**src/rtl/mem_initiator.sv**
```systemverilog
// mem_initiator: burst bus master for a valid/ready single-port memory.
// Each accepted command becomes cmd_len+1 memory beats at consecutive
// (wrapping) addresses. Read beats are returned one at a time through a
// back-pressured response port. Every burst ends with a one-cycle done
// pulse, and err marks a burst that was aborted because a beat waited too
// long for ready.
//
// Handshake rule used on all three ports: a transfer happens on a rising
// clk edge where both valid and ready are high. The offering side holds its
// payload stable until that edge. ready seen while valid is low is ignored.
module mem_initiator #(
    parameter int WIDTH      = 8,
    parameter int DEPTH      = 32,
    parameter int ADDR_WIDTH = $clog2(DEPTH),
    parameter int LEN_WIDTH  = 4,
    parameter int TIMEOUT    = 16
) (
    input  logic                  clk,
    input  logic                  rst,
    input  logic                  cmd_valid,
    output logic                  cmd_ready,
    input  logic                  cmd_wr,
    input  logic [ADDR_WIDTH-1:0] cmd_addr,
    input  logic [WIDTH-1:0]      cmd_wdata,
    input  logic [LEN_WIDTH-1:0]  cmd_len,
    output logic                  valid,
    input  logic                  ready,
    output logic                  wr_rd,
    output logic [ADDR_WIDTH-1:0] addr,
    output logic [WIDTH-1:0]      wdata,
    input  logic [WIDTH-1:0]      rdata,
    output logic                  rsp_valid,
    input  logic                  rsp_ready,
    output logic [WIDTH-1:0]      rsp_rdata,
    output logic [ADDR_WIDTH-1:0] rsp_addr,
    output logic                  done,
    output logic                  err,
    output logic                  busy
);

    localparam int TW = $clog2(TIMEOUT + 1);

    // DONE is the single cycle in which done/err are shown before IDLE.
    typedef enum logic [1:0] {
        S_IDLE = 2'd0,
        S_REQ  = 2'd1,
        S_RSP  = 2'd2,
        S_DONE = 2'd3
    } state_t;

    state_t                 state;
    state_t                 state_nxt;
    logic [LEN_WIDTH-1:0]   len_q;
    logic [LEN_WIDTH-1:0]   beat;
    logic [TW-1:0]          tcnt;
    logic                   last_beat;
    logic                   timeout_hit;
    logic [ADDR_WIDTH-1:0]  addr_next;

    assign last_beat   = (beat == len_q);
    assign timeout_hit = (tcnt == TW'(TIMEOUT - 1));
    assign addr_next   = (addr == ADDR_WIDTH'(DEPTH - 1)) ? '0 : addr + ADDR_WIDTH'(1);

    // State register; reset abandons any burst without a done pulse.
    always_ff @(posedge clk or negedge rst) begin
        if (!rst) state <= S_IDLE;
        else      state <= state_nxt;
    end

    // Next-state decode.
    always_comb begin
        state_nxt = state;
        case (state)
            S_IDLE: if (cmd_valid) state_nxt = S_REQ;
            S_REQ: begin
                if (ready) begin
                    if (!wr_rd)         state_nxt = S_RSP;
                    else if (last_beat) state_nxt = S_DONE;
                end else if (timeout_hit) begin
                    state_nxt = S_DONE;
                end
            end
            S_RSP: if (rsp_ready) state_nxt = last_beat ? S_DONE : S_REQ;
            S_DONE: state_nxt = S_IDLE;
            default: state_nxt = S_IDLE;
        endcase
    end

    // Status outputs decoded from the state register.
    always_comb begin
        cmd_ready = (state == S_IDLE);
        busy      = (state != S_IDLE);
    end

    // Registered bus, response and completion outputs plus beat/timeout counters.
    always_ff @(posedge clk or negedge rst) begin
        if (!rst) begin
            valid     <= 1'b0;
            wr_rd     <= 1'b0;
            addr      <= '0;
            wdata     <= '0;
            rsp_valid <= 1'b0;
            rsp_rdata <= '0;
            rsp_addr  <= '0;
            done      <= 1'b0;
            err       <= 1'b0;
            len_q     <= '0;
            beat      <= '0;
            tcnt      <= '0;
        end else begin
            case (state)
                S_IDLE: begin
                    done <= 1'b0;
                    err  <= 1'b0;
                    if (cmd_valid) begin
                        valid <= 1'b1;
                        wr_rd <= cmd_wr;
                        addr  <= cmd_addr;
                        wdata <= cmd_wdata;
                        len_q <= cmd_len;
                        beat  <= '0;
                        tcnt  <= '0;
                    end
                end
                S_REQ: begin
                    if (ready) begin
                        tcnt <= '0;
                        if (!wr_rd) begin
                            // Read beat: hand the data to the response port.
                            valid     <= 1'b0;
                            rsp_valid <= 1'b1;
                            rsp_rdata <= rdata;
                            rsp_addr  <= addr;
                        end else if (last_beat) begin
                            valid <= 1'b0;
                            done  <= 1'b1;
                        end else begin
                            // Write beats stream: valid stays high.
                            beat  <= beat + LEN_WIDTH'(1);
                            addr  <= addr_next;
                            wdata <= wdata + WIDTH'(1);
                        end
                    end else if (timeout_hit) begin
                        valid <= 1'b0;
                        done  <= 1'b1;
                        err   <= 1'b1;
                        tcnt  <= '0;
                    end else begin
                        tcnt <= tcnt + TW'(1);
                    end
                end
                S_RSP: begin
                    if (rsp_ready) begin
                        rsp_valid <= 1'b0;
                        if (last_beat) begin
                            done <= 1'b1;
                        end else begin
                            beat  <= beat + LEN_WIDTH'(1);
                            addr  <= addr_next;
                            wdata <= wdata + WIDTH'(1);
                            valid <= 1'b1;
                        end
                    end
                end
                S_DONE: begin
                    done <= 1'b0;
                    err  <= 1'b0;
                end
                default: begin
                    valid     <= 1'b0;
                    rsp_valid <= 1'b0;
                    done      <= 1'b0;
                    err       <= 1'b0;
                end
            endcase
        end
    end

endmodule

```
**config.mk**
```make
export PLATFORM = sky130hd
export DESIGN_NAME = mem_initiator
export DESIGN_NICKNAME = d
export VERILOG_FILES = /design/src/rtl/mem_initiator.sv
export SDC_FILE = /design/constraint.sdc
export NUM_CORES = 1
export LEC_CHECK = 0
export BUFFER_PORTS_ARGS = -buffer_cell sky130_fd_sc_hd__buf_2
export CORE_MARGIN = 8
export CORE_UTILIZATION = 40
export CTS_CLUSTER_SIZE = 12
export DETAILED_ROUTE_END_ITERATION = 6
export PLACE_DENSITY_LB_ADDON = 0.05
export SLEW_MARGIN = 10
export SYNTH_ARGS = -nofsm -noshare
export SYNTH_HDL_FRONTEND = slang
export SYNTH_SLANG_ARGS = --single-unit
```
**constraint.sdc**
```tcl
create_clock -name clk -period 2.6 [get_ports clk]
set_input_delay 0.13 -clock clk [delete_from_list [all_inputs] [get_ports clk]]
set_output_delay 0.13 -clock clk [all_outputs]
set_load 0.05 [all_outputs]
```
==> impl_metrics.py <==
metrics = {
    "outcome": {
        "status": "finished clean",
    },
    "synthesis": {
        "yosysSeqAreaShare_pct": 45.1,
        "ys_ff_latch": 46,
        "synth_area_mm2": 0.00255,
        "postSynthCellCount": 241,
        "synth-edff-count": 0,
        "ys_types": 52,
        "ys_warn_count": 0,
        "synth_nets": 283,
        "syn_area_per_cell_um2": 10.6,
        "synth_ff_type": "dfrtp_1",
        "async_reset_ff_share_pct": 100,
    },
    "timing": {
        "fmax_mhz": 413,
        "clock_skew_ps": 7.72,
        "maxSlewViolCount": 0,
        "fin_tns_setup_ps": 0,
        "finalCritPeriodShare_pct": 93.1,
        "rsz0062_at_grt": "false",
        "tightestPinTransition_ps": 566,
        "hold_viol_final": 0,
        "finalCriticalPeriod_ps": 2420,
        "max_slew_margin_pct": 61.9,
        "finalSetupViolations": 0,
    },
    "detailed_routing": {
        "dr.pass1.iters": 4,
        "wl_met2_um": 2840,
        "postRouteAntennaNets": 0,
        "dr_wl_met3_um": 302,
        "routed_wl_um": 6350,
        "met1Wirelength_um": 3140,
        "routed_via_density": 5.30,
        "first_iter_violations": 55,
        "via_count": 2092,
        "post_drt_wl_per_cell_um": 16.1,
        "route.detailed.drc": 0,
        "top_layer": "met4",
    },
    "final_layout": {
        "antennaDiodeCount": 0,
        "fillCellCount": 614,
        "final_common_cell": "buf_2",
        "seqCellArea_mm2": 0.00115,
        "syn_to_final_growth_pct": 22.8,
        "multi_input_area_mm2": 0.00132,
        "final_net_count": 359,
        "fin_cells": 395,
        "most-common-layout-cells": "buf_2, dfrtp_1, mux2_2",
        "drive_above_1_share_pct": 35.2,
    },
    "global_route": {
        "grt_pass1_vias": 2093,
        "antenna_found_initial": 0,
        "grt_max_degree": 29,
        "grt_overflow": 0,
        "grt_usage_pct": 14.2,
        "grt_pass1_wl_um": 10300,
    },
    "worst_setup_path": {
        "crit_slowest_cell": "a2111o_1",
        "path_class": "reg -> reg",
        "end_kind": "register",
        "start_kind": "register",
        "crit_fanout": 9,
        "cp_cell_sequence": "inv_1 -> ha_1 -> nor2b_1 -> a2111o_1 -> buf_4 -> or4_1 -> a21oi_1",
        "cp_data_arrival_time_ps": 2650,
        "cpPeakStageDelay_ps": 550,
        "cp_data_required_time_ps": 2840,
    },
    "place": {
        "gp_congestion": 0.793,
        "port_buffers": 63,
        "dp.cells": 386,
        "dpl.hpwl_um": 4800,
    },
    "cts": {
        "cts-root-buf": "clkbuf_8",
        "cts_hold_buf": 1,
        "tritoncts": "yes",
        "clock-sinks": 46,
        "cts_setup_buffers": 0,
        "insertion_delay_ps": 300,
        "cts_buffers": 5,
        "h-tree-depth": 2,
        "cts.clk_slew.worst_paths_ps": 90,
        "clk_path_buf_depth": 2,
        "ctsResizeCount": 0,
    },
    "die": {
        "die-area_mm2": 0.00919,
        "ios": 64,
        "start_util_pct": 40.6,
        "die_w_um": 95.9,
        "rows": 29,
        "coreArea_mm2": 0.00628,
        "die_y_um": 95.9,
    },
    "hold_path": {
        "worstHoldPathType": "in -> reg",
    },
    "run": {
        "maxCapViolations": 0,
    },
}
-- layer usage --
layer	global-route usage (%)	vias up
met5	0	-
met4	4.10	0
met3	3.98	5
met2	21.5	40
met1	19.3	995
li1	-	1052
-- kinds of logic (layout without fill, tap and decap cells) --
kind of cell    after synthesis  in the layout  synth area share [%]
compound gates               62             62                  18.0
xor+xnor                      4              4                  1.37
fa+ha+maj                    11             11                  5.39
buf+inv                      21             98                  3.29
flops                        46             46                  45.1
mux                          28             28                  12.1
simple gates                 69             69                  14.7
-- sequential cells by signal, indices dropped and copies added, names as in the netlist --
register,cells
addr,5
beat,4
done,1
err,1
len_q,4
rsp_addr,5
rsp_rdata,8
rsp_valid,1
state,2
tcnt,5
valid,1
wdata,8
wr_rd,1
-- final timing paths --
kind / from / endpoint / slack [ps] / depth (start not counted)
max: state[0] / beat[2] / 180 / 7
min in group asynchronous: rst / len_q[0] / 280 / 2
min reg2reg: rsp_addr[2] / rsp_addr[2] / 490 / 2
max in group asynchronous: rst / wdata[7] / 1600 / 3
max reg2reg: state[0] / beat[2] / 180 / 7
min: rdata[4] / rsp_rdata[4] / 50 / 2
-- metrics by stage --
step	setup slack [ps]	area (um2)	hold WS, ps	utilization (%)
3_5_place_dp	203	3030	93.9	48.3
3_3_place_gp	279	3030	96.5	48.3
6_report	180	3130	50.2	49.9
2_1_floorplan	90.5	2550	-166	-
4_1_cts	185	3130	36.0	49.9
5_1_grt	26.7	3130	37.3	49.9
-- worst max-delay path: cells and delay by family, from the launching register on --
| kind | cells | cell delay [ps] |
|---|---|---|
| AND/OR/NAND/NOR | 2 | 620 |
| AO/OA/AOI/OAI | 2 | 700 |
| flip-flops | 1 | 450 |
| buffers and inverters | 2 | 350 |
| adder cells (fa/ha/maj) | 1 | 240 |
-- cell type report --
cell class | count | share of cell area (%)
sequential | 46 | 36.7
timing repair buffer | 78 | 13.7
inverter | 12 | 1.44
tap | 77 | 3.08
clock inverter | 3 | 0.799
clock buffer | 5 | 2.20
multi-input combinational | 174 | 42.0
-- cells in the mapped netlist, types with 4 or more instances --
master     n  area (um2)
buf_2      4        20.0
inv_1     12        45.0
mux2_2    23         259
nor2_1     8        30.0
nand3_1   11        55.1
mux2i_1    5        50.1
nand2_1   14        52.6
o21ai_0   11        55.1
nor2b_1    5        31.3
o31ai_1    4        30.0
a211oi_1   4        30.0
dfrtp_1   46        1150
nand2b_1   4        25.0
clkbuf_1   5        18.8
a21oi_1   11        55.1
ha_1      11         138
xnor2_1    4        35.0
nor3_1     6        30.0
Power is left out: the tool's default activity adds up to more than one toggle a clock period on the data nets, which glitch-free logic cannot reach.
